File: config.mk
export PLATFORM = sky130hd
export DESIGN_NAME = tx_chan_packetizer_flat
export DESIGN_NICKNAME = d
export VERILOG_FILES = /design/src/rtl/tx_pkg.sv /design/src/rtl/tx_chan_packetizer_if.sv /design/src/rtl/tx_byte_out.sv /design/src/rtl/tx_chan_packetizer.sv /design/src/flat_wrapper.sv
export SDC_FILE = /design/constraint.sdc
export NUM_CORES = 1
export LEC_CHECK = 0
export BUFFER_PORTS_ARGS = -buffer_cell sky130_fd_sc_hd__buf_2
export CAP_MARGIN = 20
export CORE_MARGIN = 2
export CORE_UTILIZATION = 32
export CTS_CLUSTER_DIAMETER = 150
export DETAILED_ROUTE_END_ITERATION = 6
export PLACE_DENSITY = 0.51
export SLEW_MARGIN = 20
export SYNTH_ARGS = -nofsm -noshare
export SYNTH_HDL_FRONTEND = slang
export SYNTH_SLANG_ARGS = --single-unit
File: constraint.sdc
create_clock -name Cclk -period 2.51 [get_ports Cclk]
set_clock_uncertainty 0.2 [all_clocks]
set_input_delay 0.502 -clock Cclk [delete_from_list [all_inputs] [get_ports Cclk]]
set_output_delay 0.502 -clock Cclk [all_outputs]
set_load 0.02 [all_outputs]
File: src/rtl/tx_pkg.sv
// Shared types and constants for the per-channel radio packetizer.
package tx_pkg;

    typedef enum logic [2:0] {IDLE, SYNC, ADDR, FETCH, PAIR, CSUM, GAP} tx_state_e;

    localparam logic [23:0] FRAME1  = 24'haab155;
    localparam logic [23:0] FRAME0  = 24'haa8d55;
    localparam logic [7:0]  HSYNC   = 8'haa;
    localparam int          HDR_LEN = 5;

    // One byte request into the output register; inc marks checksum coverage.
    typedef struct packed {
        logic [7:0] data;
        logic       last;
        logic       inc;
    } byte_req_t;

    function automatic logic [7:0] hdr_byte(logic [23:0] w, logic [1:0] idx);
        case (idx)
            2'd0:    return w[23:16];
            2'd1:    return w[15:8];
            default: return w[7:0];
        endcase
    endfunction

endpackage

File: src/rtl/tx_chan_packetizer_if.sv
// AXI-Stream byte channel from the packetizer to the radio FIFO driver.
interface tx_chan_packetizer_if;
    logic [7:0] m_axis_tdata;
    logic       m_axis_tvalid;
    logic       m_axis_tready;
    logic       m_axis_tlast;

    modport master (output m_axis_tdata, output m_axis_tvalid, output m_axis_tlast,
                    input  m_axis_tready);
    modport slave  (input  m_axis_tdata, input  m_axis_tvalid, input  m_axis_tlast,
                    output m_axis_tready);
endinterface

File: src/rtl/tx_byte_out.sv
// AXIS output register: holds its byte while stalled and folds covered bytes
// into the running XOR checksum as they actually transfer.
module tx_byte_out
    import tx_pkg::*;
(
    input  logic       Cclk,
    input  logic       rstn,
    input  logic       ld,
    input  byte_req_t  req,
    input  logic       csum_clr,
    input  logic       tready,
    output logic [7:0] tdata,
    output logic       tvalid,
    output logic       tlast,
    output logic       can_ld,
    output logic [7:0] csum_nxt
);
    logic       tinc;
    logic [7:0] csum;
    logic       xfer;

    assign xfer     = tvalid & tready;
    assign can_ld   = ~tvalid | tready;
    // Includes a byte leaving this very cycle, so the checksum byte can follow back-to-back.
    assign csum_nxt = (xfer & tinc) ? (csum ^ tdata) : csum;

    always_ff @(posedge Cclk or negedge rstn) begin
        if (!rstn) begin
            tdata  <= '0;
            tvalid <= 1'b0;
            tlast  <= 1'b0;
            tinc   <= 1'b0;
            csum   <= '0;
        end else begin
            csum <= csum_clr ? 8'h00 : csum_nxt;
            if (ld && can_ld) begin
                tdata  <= req.data;
                tlast  <= req.last;
                tinc   <= req.inc;
                tvalid <= 1'b1;
            end else if (xfer) begin
                tvalid <= 1'b0;
            end
        end
    end

endmodule

File: src/rtl/tx_chan_packetizer.sv
// Per-channel packet builder: pulls 12-bit samples from frame memory and
// streams sync / address / pixel-pair payload / XOR checksum bytes over AXIS.
module tx_chan_packetizer #(
    parameter int          PAYLOAD_PIX = 32,
    parameter int          FETCH_WAIT  = 6,
    parameter int          GAP_CYCLES  = 16,
    parameter logic [23:0] FRAME1      = tx_pkg::FRAME1,
    parameter logic [23:0] FRAME0      = tx_pkg::FRAME0
) (
    input  logic                  Cclk,
    input  logic                  rstn,
    input  logic                  tran_en,
    input  logic [11:0]           tran_data,
    input  logic [15:0]           tran_add,
    input  logic                  tran_frame_sync,
    output logic                  tran_next_data,
    output logic                  busy,
    tx_chan_packetizer_if.master  axis
);
    import tx_pkg::*;

    localparam int PW = $clog2(PAYLOAD_PIX) + 1;
    localparam int CW = $clog2(FETCH_WAIT + 1);
    localparam int GW = $clog2(GAP_CYCLES + 1);

    tx_state_e     state, state_nxt;
    logic [CW-1:0] wcnt;
    logic [PW-1:0] pix_cnt;
    logic [GW-1:0] gcnt;
    logic [1:0]    bcnt;
    logic          sync_sel, pad, have_a;
    logic [15:0]   addr_q;
    logic [11:0]   pix_a, pix_b, pix_in;
    logic          wait_ok, pad_now, pix_take, start;
    logic          ld, can_ld;
    byte_req_t     req;
    logic [7:0]    csum_nxt;

    // wcnt measures time since the last next-data pulse or since tran_en rose.
    assign wait_ok  = (wcnt == CW'(FETCH_WAIT));
    assign pad_now  = pad | ~tran_en;
    assign pix_take = (state == FETCH) & (pad_now | wait_ok);
    assign pix_in   = pad_now ? 12'h000 : tran_data;
    assign start    = tran_en & wait_ok;

    always_ff @(posedge Cclk or negedge rstn) begin
        if (!rstn) state <= IDLE;
        else       state <= state_nxt;
    end

    always_comb begin
        state_nxt = state;
        case (state)
            IDLE:    if (start) state_nxt = SYNC;
            SYNC:    if (can_ld && bcnt == 2'd2) state_nxt = ADDR;
            ADDR:    if (can_ld && bcnt == 2'd1) state_nxt = FETCH;
            FETCH:   if (pix_take && have_a) state_nxt = PAIR;
            PAIR:    if (can_ld && bcnt == 2'd2)
                         state_nxt = (pix_cnt < PW'(PAYLOAD_PIX)) ? FETCH : CSUM;
            CSUM:    if (can_ld) state_nxt = GAP;
            GAP:     if (!axis.m_axis_tvalid && gcnt == GW'(GAP_CYCLES - 1)) state_nxt = IDLE;
            default: state_nxt = IDLE;
        endcase
    end

    always_comb begin
        ld             = 1'b0;
        req            = '0;
        tran_next_data = 1'b0;
        case (state)
            SYNC: begin
                ld       = 1'b1;
                req.data = hdr_byte(sync_sel ? FRAME1 : FRAME0, bcnt);
            end
            ADDR: begin
                ld       = 1'b1;
                req.inc  = 1'b1;
                req.data = bcnt[0] ? addr_q[7:0] : addr_q[15:8];
            end
            FETCH: tran_next_data = pix_take & ~pad_now;
            PAIR: begin
                ld      = 1'b1;
                req.inc = 1'b1;
                case (bcnt)
                    2'd0:    req.data = pix_a[11:4];
                    2'd1:    req.data = {pix_a[3:0], pix_b[11:8]};
                    default: req.data = pix_b[7:0];
                endcase
            end
            CSUM: begin
                ld       = 1'b1;
                req.last = 1'b1;
                req.data = csum_nxt;
            end
            default: ;
        endcase
    end

    assign busy = (state != IDLE);

    always_ff @(posedge Cclk or negedge rstn) begin
        if (!rstn) begin
            wcnt     <= '0;
            pix_cnt  <= '0;
            gcnt     <= '0;
            bcnt     <= '0;
            sync_sel <= 1'b0;
            pad      <= 1'b0;
            have_a   <= 1'b0;
            addr_q   <= '0;
            pix_a    <= '0;
            pix_b    <= '0;
        end else begin
            if (tran_next_data)  wcnt <= CW'(1);
            else if (!tran_en)   wcnt <= '0;
            else if (!wait_ok)   wcnt <= wcnt + CW'(1);
            // Once the channel drops mid-packet the rest is padding, even if it comes back.
            if (state != IDLE && !tran_en) pad <= 1'b1;
            case (state)
                IDLE: if (start) begin
                    sync_sel <= tran_frame_sync;
                    addr_q   <= tran_add;
                    pad      <= 1'b0;
                    pix_cnt  <= '0;
                    have_a   <= 1'b0;
                    bcnt     <= '0;
                end
                SYNC, ADDR, PAIR: if (can_ld) bcnt <= (state_nxt != state) ? 2'd0 : bcnt + 2'd1;
                FETCH: if (pix_take) begin
                    if (have_a) pix_b <= pix_in;
                    else        pix_a <= pix_in;
                    have_a  <= ~have_a;
                    pix_cnt <= pix_cnt + PW'(1);
                end
                CSUM: gcnt <= '0;
                GAP:  if (!axis.m_axis_tvalid) gcnt <= gcnt + GW'(1);
                default: ;
            endcase
        end
    end

    tx_byte_out u_out (
        .Cclk     (Cclk),
        .rstn     (rstn),
        .ld       (ld),
        .req      (req),
        .csum_clr (state == IDLE),
        .tready   (axis.m_axis_tready),
        .tdata    (axis.m_axis_tdata),
        .tvalid   (axis.m_axis_tvalid),
        .tlast    (axis.m_axis_tlast),
        .can_ld   (can_ld),
        .csum_nxt (csum_nxt)
    );

endmodule

File: src/flat_wrapper.sv
// flat-port wrapper written by rule: the top's interface ports become plain ports
module tx_chan_packetizer_flat import tx_pkg::*;
#(
    parameter int          PAYLOAD_PIX = 32,
    parameter int          FETCH_WAIT  = 6,
    parameter int          GAP_CYCLES  = 16,
    parameter logic [23:0] FRAME1      = tx_pkg::FRAME1,
    parameter logic [23:0] FRAME0      = tx_pkg::FRAME0
)
  (Cclk, rstn, tran_en, tran_data, tran_add, tran_frame_sync, tran_next_data, busy, axis_m_axis_tdata, axis_m_axis_tvalid, axis_m_axis_tlast, axis_m_axis_tready);
  tx_chan_packetizer_if axis_i ();
  input  logic Cclk;
  input  logic rstn;
  input  logic tran_en;
  input  logic [11:0] tran_data;
  input  logic [15:0] tran_add;
  input  logic tran_frame_sync;
  output logic tran_next_data;
  output logic busy;
  output wire logic [$bits(axis_i.m_axis_tdata)-1:0] axis_m_axis_tdata;
  output wire logic [$bits(axis_i.m_axis_tvalid)-1:0] axis_m_axis_tvalid;
  output wire logic [$bits(axis_i.m_axis_tlast)-1:0] axis_m_axis_tlast;
  input wire logic [$bits(axis_i.m_axis_tready)-1:0] axis_m_axis_tready;
  assign axis_m_axis_tdata = axis_i.m_axis_tdata;
  assign axis_m_axis_tvalid = axis_i.m_axis_tvalid;
  assign axis_m_axis_tlast = axis_i.m_axis_tlast;
  assign axis_i.m_axis_tready = axis_m_axis_tready;
  tx_chan_packetizer #(.PAYLOAD_PIX(PAYLOAD_PIX), .FETCH_WAIT(FETCH_WAIT), .GAP_CYCLES(GAP_CYCLES), .FRAME1(FRAME1), .FRAME0(FRAME0)) u_core (.Cclk(Cclk), .rstn(rstn), .tran_en(tran_en), .tran_data(tran_data), .tran_add(tran_add), .tran_frame_sync(tran_frame_sync), .tran_next_data(tran_next_data), .busy(busy), .axis(axis_i));
endmodule
Yosys cells after proc, flatten, opt, wreduce, memory -nomap -nowiden
Cells that the tools add are included.
W data, S select, Z words.

cells by class
  reductions and logical operators = 24
  add/subtract/negate cells = 4
  bitwise operators = 13
  eq/ne operators = 16
  shifts and indexed selects = 0
  mux-type cells = 41
  order comparisons = 1
  multipliers = 0
  divide/modulo/power cells = 0

operator list
  operator               count
  $mux W3                11
  $pmux W8 S2            2
  $pmux W8 S4            1
  $mux W8                3
  $pmux W3 S7            1
  $mux W14               1
  $eq A3 B3 Y1 const B   4
  $mux W12               1
  $mux W6                2
  $pmux W6 S2            1
  $reduce_and A3 Y1      4
  $mux W1                11
  $pmux W5 S2            1
  $reduce_bool A2 Y1     4
  $xor A8 B8 Y8          1
  $add A6 B1 Y6 const B  1
  $eq A3 B2 Y1 const B   2
  $logic_and A1 B1 Y1    6
  $lt A6 B6 Y1 const B   1
  $mux W2                3
  $ne A2 B1 Y1 const B   3
  $add A5 B1 Y5 const B  1
  $and A1 B1 Y1          5
  $eq A5 B4 Y1 const B   1
  other kinds (21)       28

storage, ports and cells
  memories kept = 0
  input port bits = 33
  memory bits (read-only) = 0
  output and inout port bits = 12
  register bits = 81
  RAM bits = 0
  word-level logic and storage cells = 115
  latch bits = 0

Longest topological paths before layout
Gate-level depths: netlist of the first run.

  word-level depth = 11
  mapped depth = 9
  mapped depth without buffers = 7

Cells and area by module
Synthesis of the first run repeated with hierarchy kept, for this count alone.

second synthesis, totals
  cells, all modules = 406
  area, all modules = 4262.8 µm²

modules (own cells, without submodules)
  module              instances  area each (µm²)  cells each
  tx_chan_packetizer  1          3395.8           347
  tx_byte_out         1          867.1            59

Worst setup path after synthesis of the first run
Ideal clock, no wire load.

  path kind = flip-flop to output port
  from = reg u_core.wcnt[0]
  to = out tran_next_data
  cell stages (with the launch flop) = 5
  buffers on the path = 0
  arrival = 1.652 ns
  slack = 0.156 ns
  cell sequence = dfrtp_1 > inv_1 > ha_1 > nand2_1 > nor4b_1

between the ends
  longest elaborated chain between the ends = 5

RTL lines
  element                 line                       RTL
  from (decl)             tx_chan_packetizer.sv:27   logic [CW-1:0] wcnt;
  from (signal assigned)  tx_chan_packetizer.sv:116  else if (!wait_ok) wcnt <= wcnt + CW'(1);
  $eq A3 B3 Y1            tx_chan_packetizer.sv:40   assign wait_ok = (wcnt == CW'(FETCH_WAIT));
  $or A1 B1 Y1            tx_chan_packetizer.sv:42   assign pix_take = (state == FETCH) & (pad_now | wait_ok);
  $and A1 B1 Y1           tx_chan_packetizer.sv:42
  $and A1 B1 Y1           tx_chan_packetizer.sv:80   FETCH: tran_next_data = pix_take & ~pad_now;
  $mux W1                 tx_chan_packetizer.sv:70   case (state)
  to (decl)               flat_wrapper.sv:18         output logic tran_next_data;

Every way passes these cells.

Worst setup path in the final report of the first run
Ends and elaborated chain as after synthesis.

==> results of run 1 <==
-- cell type report --
class / instances / area [um2]
Fill cell: 1316 / 7720
Sequential cell: 81 / 2030
Multi-Input combinational cell: 320 / 1950
Timing Repair Buffer: 63 / 380
Clock buffer: 10 / 229
Tap cell: 172 / 215
Clock inverter: 6 / 58.8
Inverter: 9 / 36.3
-- sequential cells by signal, summed over array words and instances, names as in the netlist, 2 cells and up --
| register | flops |
|---|---|
| u_core.addr_q | 16 |
| u_core.pix_a | 12 |
| u_core.pix_b | 12 |
| u_core.u_out.csum | 8 |
| u_core.u_out.tdata | 8 |
| u_core.pix_cnt | 6 |
| u_core.gcnt | 5 |
| u_core.state | 3 |
| u_core.wcnt | 3 |
| u_core.bcnt | 2 |
-- layout by cell type, fill, tap and decap left out, drive strengths merged, types with 8 or more instances in the layout --
master / count
ha: 9
nand2b: 8
dfrtp: 81
nand2: 74
xor2: 12
a21oi: 26
buf: 62
mux2: 18
nor2: 43
clkbuf: 10
a22o: 9
inv: 8
o21ai: 58
mux2i: 11
-- synth_stat cells, types with 2 or more instances --
master and n:
inv_1 7, o221ai_1 2, nor2_1 39, nand3_1 5
a211oi_1 2, nand2_1 74, a21oi_1 25, clkbuf_1 9
mux2_2 14, nor2b_1 4, buf_6 3, nor3_1 4
a22oi_1 3, dfrtp_1 81, buf_2 9, a22o_1 9
nor2_2 3, o22a_1 6, o21ai_0 56, ha_1 9
nand2b_1 8, xor2_1 12, mux2i_1 11, o21ai_1 2
and3_1 3, mux2_1 4, o2111ai_1 2, o32a_1 6
-- how the worst min path moves through the flow --
stage	slack [ns]	to	start
after global routing	0.18	u_core.addr_q[9]	tran_add[9]
after CTS	0.17	u_core.sync_sel	tran_frame_sync
final	0.17	u_core.sync_sel	tran_frame_sync
after global placement	0.13	u_core.gcnt[0]	rstn
after detailed placement	0.13	u_core.gcnt[0]	rstn
after floorplan	0.006	u_core.addr_q[0]	rstn
-- worst max-delay path, delay by kind of cell, from the launching register on --
family | cells | cell delay (ns)
simple gates | 2 | 0.41
flops | 1 | 0.38
fa+ha+maj | 1 | 0.19
buf+inv | 2 | 0.32
-- through the flow --
stage	hold WS, ns	area (um2)
after detailed placement	0.131	4590
after global placement	0.130	4590
after CTS	0.167	4900
after global routing	0.182	4900
after floorplan	0.00641	4120
final	0.171	4900
-- cell families (layout without fill, tap and decap cells) --
kind of cell	Yosys count	after routing	synth area share
AO/OA/AOI/OAI	119	119	0.176
buffers and inverters	31	88	0.0370
adder cells (fa/ha/maj)	9	9	0.0273
XOR/XNOR	13	13	0.0276
multiplexers	29	29	0.0758
flip-flops	81	81	0.492
AND/OR/NAND/NOR	150	150	0.164
-- layer usage --
| metal | wire [um] | vias to the layer above | share of wire |
|---|---|---|---|
| li1 | - | 1610 | - |
| met1 | 4980 | 1564 | 0.51 |
| met2 | 4340 | 53 | 0.44 |
| met3 | 341 | 11 | 0.035 |
| met4 | 150 | 0 | 0.015 |
| met5 | 0 | - | 0 |
-- power by group --
part | total (uW) | internal [uW] | switching (uW) | leakage [uW]
clock network | 1280 | 764 | 512 | 0.000146
registers | 1840 | 1590 | 243 | 0.00107
logic | 1940 | 768 | 1170 | 0.00101
total | 5050 | 3120 | 1930 | 0.00223
-- what timing repair did --
action / CTS / global route
endpoints found under the hold margin: 5 / 0
setup endpoints to repair: 1 / 0
resized for setup: 1 / 0
hold buffers: 1 / 0
==> impl_results.md, run 1 <==
- First-pass GRT wire length: 17100 um
- Total gr overflow: 0
- Critical Path End: tran_next_data
- Met1 Use GR: 0.218
- FFs w/ async S/R, synth: 1.00
- Hold path depth: 3
- Max cap viols: 0
- Fin crit period: 2.35 ns
- Final Max Slew Viols: 0
- Fin cells: 661
- Outcome: finished clean
- Drt pass-1 iters: 4
- Final net count: 526
- Worst-path cell chain: inv_1, ha_1, nand2_1, nor4b_2, buf_2
- Worst setup margin: 0.163 ns
- Top cell type's share of synthesized area: 0.492
- Initial Util: 0.327
- Mapped cell area: 4120 um2
- Share of cells above drive strength 1: 0.204
- Number of nets still failing antenna checks after routing: 0
- CP Launch Type: flip-flop
- Measured slew at the worst slew-check pin: 0.469 ns
- M2 GR Usage: 0.232
- Critical Path Sink Type: output port
- Slew margin rel.: 0.685
- N_diodes: 0
- Worst-skew pair later-pin latency: 0.34 ns
- Port buffer count: 44
- Crit path arrival time: 1.65 ns
- Critical R2R Capture: u_core.u_out.tdata[3]
- Number of distinct library cells after synthesis: 48
- Total Routing Usage GR: 0.154
- GRT met3 Usage: 0.0383
- CP max FO: 3
- Clock Path Buffers: 2
- Worst vdd ir: 0.467 mV
- Total Power: 5050 uW
- Wire per inst: 14.9 um
- Pre-CTS setup slack: 0.338 ns
- Main flop type after synthesis: dfrtp_1
- Worst r2r src: u_core.bcnt[0]
- Worst min path class: in2reg
- Most crowded layer after global routing: met2
- Vias: 3238
- Yosys top cell by area: dfrtp_1
- Area Growth Syn to Fin: 18.8%
- Worst Setup SP: u_core.wcnt[0]
- Drc violations: 0
- Avg Vias per Cell: 4.90
- Top-level I/O count: 45
- Post-synth EDFFs: 0
- Finish-stage setup viols: 0
- Synth top area cells: dfrtp_1 49%, o21ai_0 6.8%, nand2_1 6.7%
- Placed Cells: 644
- Worst path required time: 1.81 ns
- Net Count, Synth: 474
- CTS Sinks: 81
- Largest net degree at the start of global routing: 45
- CTS tree: built
- F_max: 426 MHz
- Ys Warns: 0
- Die Y: 118 um
- Cell Pwr Density: 1030 nW/um2
- Die X: 118 um
- Setup TNS: 0 ns
- Total wire length: 9820 um
- Floorplan row count: 41
- Syn Inst Count: 432
- Inserted Clock Buffers: 9
- Core region area: 12600 um2
- Initial DRC Count: 163
- Reg2reg setup slack: 0.34 ns
- Vias in the first global route: 3321
- Sequential-to-total area share from yosys stat: 0.492
- Post-CTS Setup Bufs: 0
- Slowest CP cell: dfrtp_1
- Final Cycle Share: 0.935
- RSZ-0062 raised after global routing: no
- Final-report hold violation count: 0
- Die area: 13800 um2
- Root buf cell: clkbuf_16
- CP max stage delay: 0.38 ns
- DP HPWL: 7160 um
- CTS H-Tree Depth: 3
- RePlAce Congestion: 0.769
- Syn avg cell area: 9.55 um2
- Final core occ: 0.388
- R2r worst-path depth: 8
- Initial antenna violation count: 0
- Seq cells post-synth: 81
- Worst setup path category: reg2out
- Static Leak: 0.00223 uW
- Clock slew at reported path FFs: 0.06 ns
(Power assumes the default switching activity.)
==> inputs of run 2 (changes only) <==
Settings changed: BUFFER_PORTS_ARGS -buffer_cell sky130_fd_sc_hd__buf_2 to default, CELL_PAD_IN_SITES_DETAIL_PLACEMENT from default to 1, CELL_PAD_IN_SITES_GLOBAL_PLACEMENT from default to 2, DONT_BUFFER_PORTS from default to 1, PLACE_DENSITY 0.51 to 0.68.
==> impl_results.md, run 2 (synthesis gave the netlist of run 1 again) <==
- CTS Sinks: 81 (unchanged)
- Initial DRC Count: 115 (-29%)
- Final net count: 480 (-8.7%)
- N_diodes: 0 (unchanged)
- RSZ-0062 raised after global routing: no
- Initial Util: 0.327 (unchanged)
- Total wire length: 10600 um (+7.9%)
- Biggest register: u_core.addr_q
- Worst setup path category: reg2out
- Initial antenna violation count: 0 (unchanged)
- Max cap viols: 0 (unchanged)
- Final-report hold violation count: 81 (+81)
- Failing checks: negative hold slack
- Die X: 118 um (unchanged)
- Drt pass-1 iters: 4 (unchanged)
- Share of cells above drive strength 1: 0.127 (-0.0778)
- Vias in the first global route: 3343 (+0.66%)
- Drc violations: 0 (unchanged)
- RePlAce Congestion: 0.802 (+4.3%)
- CTS H-Tree Depth: 3 (unchanged)
- Measured slew at the worst slew-check pin: 0.554 ns (+0.0845 ns)
- First-pass GRT wire length: 17800 um (+3.8%)
- Commonest non-fill, non-tap cell in the layout: dfrtp_1
- Finish-stage setup viols: 0 (unchanged)
- Final Cycle Share: 0.949 (+0.0134)
- Critical Path Sink Type: output port
- Final Max Slew Viols: 0 (unchanged)
- Vias: 3087 (-4.7%)
- Worst-skew pair later-pin latency: 0.34 ns (about the same)
- Register area: 2030 um2 (+0.12%)
- Final core occ: 0.368 (-0.0203)
- Largest net degree at the start of global routing: 82 (+82%)
- DP HPWL: 7640 um (+6.7%)
- Number of nets still failing antenna checks after routing: 0 (unchanged)
- CTS tree: built
- Worst vdd ir: 0.366 mV (-22%)
- Top-level I/O count: 45 (unchanged)
- Root buf cell: clkbuf_16
- Worst Setup SP: u_core.state[2]
- Crit path arrival time: 1.68 ns (+0.03 ns)
- Setup TNS: 0 ns (unchanged)
- Area Growth Syn to Fin: 12.5%
- Avg Vias per Cell: 5.03 (+2.6%)
- Die Y: 118 um (unchanged)
- Inserted Clock Buffers: 9 (unchanged)
- Total Routing Usage GR: 0.162 (+0.00830)
- Multi-input logic area: 1950 um2 (-0.19%)
- CP max stage delay: 0.54 ns (+0.16 ns)
- Slew margin rel.: 0.629 (-0.0567)
- Worst-path cell chain: nand3b_1, nor4b_1, buf_4
- Worst hold slack: -0.351 ns (-0.522 ns)
- Commonest cells after routing, fill and taps aside: 79 x dfrtp_1, 73 x nand2_1, 56 x o21ai_0
- Fillers: 1464 (+11%)
- Port buffer count: 0 (-100%)
- Clock slew at reported path FFs: 0.06 ns (about the same)
- Wire per inst: 17.3 um (+16%)
- Floorplan row count: 41 (unchanged)
- Clock Path Buffers: 2 (unchanged)
- Cell Pwr Density: 1080 nW/um2 (+4.6%)
- Largest regs: u_core.addr_q x16, u_core.pix_a x12, u_core.pix_b x12
- Max FFs per register: 16 (unchanged)
- CP Launch Type: flip-flop
- Slowest CP cell: dfrtp_2
- CP max FO: 20 (+17)
- Total gr overflow: 0 (unchanged)
- Worst r2r src: u_core.bcnt[0]
- F_max: 420 MHz (-1.4%)
- Post-CTS Setup Bufs: 0 (unchanged)
- Worst path required time: 1.81 ns (about the same)
- Outcome: finished with violations
- Die area: 13800 um2 (unchanged)
- Worst min path class: in2async
- Core region area: 12600 um2 (unchanged)
- Static Leak: 0.00203 uW (-9.1%)
- Fin crit period: 2.38 ns (+0.0337 ns)
-- run 2: where the power goes --
part           switching [uW]  internal, uW  total (uW)  leakage, uW
sequential                372          1590        1960      0.00107
combinational            1040           707        1750     0.000820
clock                     527           765        1290     0.000139
total                    1940          3060        5010      0.00203
-- run 2: area by class of cell --
| class | instances | area share |
|---|---|---|
| repair buffers | 17 | 0.0275 |
| clock buffers | 10 | 0.0493 |
| inverters | 9 | 0.00782 |
| clock inverters | 5 | 0.0121 |
| multi-input cells | 320 | 0.420 |
| well taps | 172 | 0.0464 |
| flip-flops and latches | 81 | 0.437 |
-- run 2: metal layers --
layer	wire length, um	vias up	track usage
met4	170	0	0.0610
li1	-	1515	-
met1	5380	1526	0.231
met3	361	12	0.0373
met5	0	-	0
met2	4680	34	0.241
-- run 2: per-stage QoR --
step	setup slack, ns	total power [uW]	instance area [um2]	hold slack [ns]	cells
floorplan	0.156	3160	4120	0.00641	432
global placement	0.336	3710	4350	0.0103	599
detailed placement	0.268	3760	4350	0.0107	599
CTS	0.0106	5080	4640	-0.362	614
global route	0.0284	5370	4640	-0.366	614
finish	0.129	5010	4640	-0.351	614
-- run 2: repair_timing --
item                                   in CTS  in global routing
gates resized for setup                     1                  2
setup endpoints to repair                   1                  1
endpoints found under the hold margin      81                 81
-- run 2: worst paths after layout --
check                                         to  slack [ns]  cells past startpoint
min in group Cclk                     u_core.pad        0.04                      1
max reg2reg                u_core.u_out.tdata[5]        0.26                      8
min reg2reg                      u_core.pix_a[4]        0.28                      2
max                               tran_next_data        0.13                      3
min                               u_core.gcnt[1]       -0.35                      0
max in group asynchronous        u_core.pix_b[4]        2.35                      0
-- run 2: critical path: cells and delay by family (launching register included) --
family	cells	cell delay, ns
buffers and inverters	1	0.21
flip-flops	1	0.54
AND/OR/NAND/NOR	2	0.59
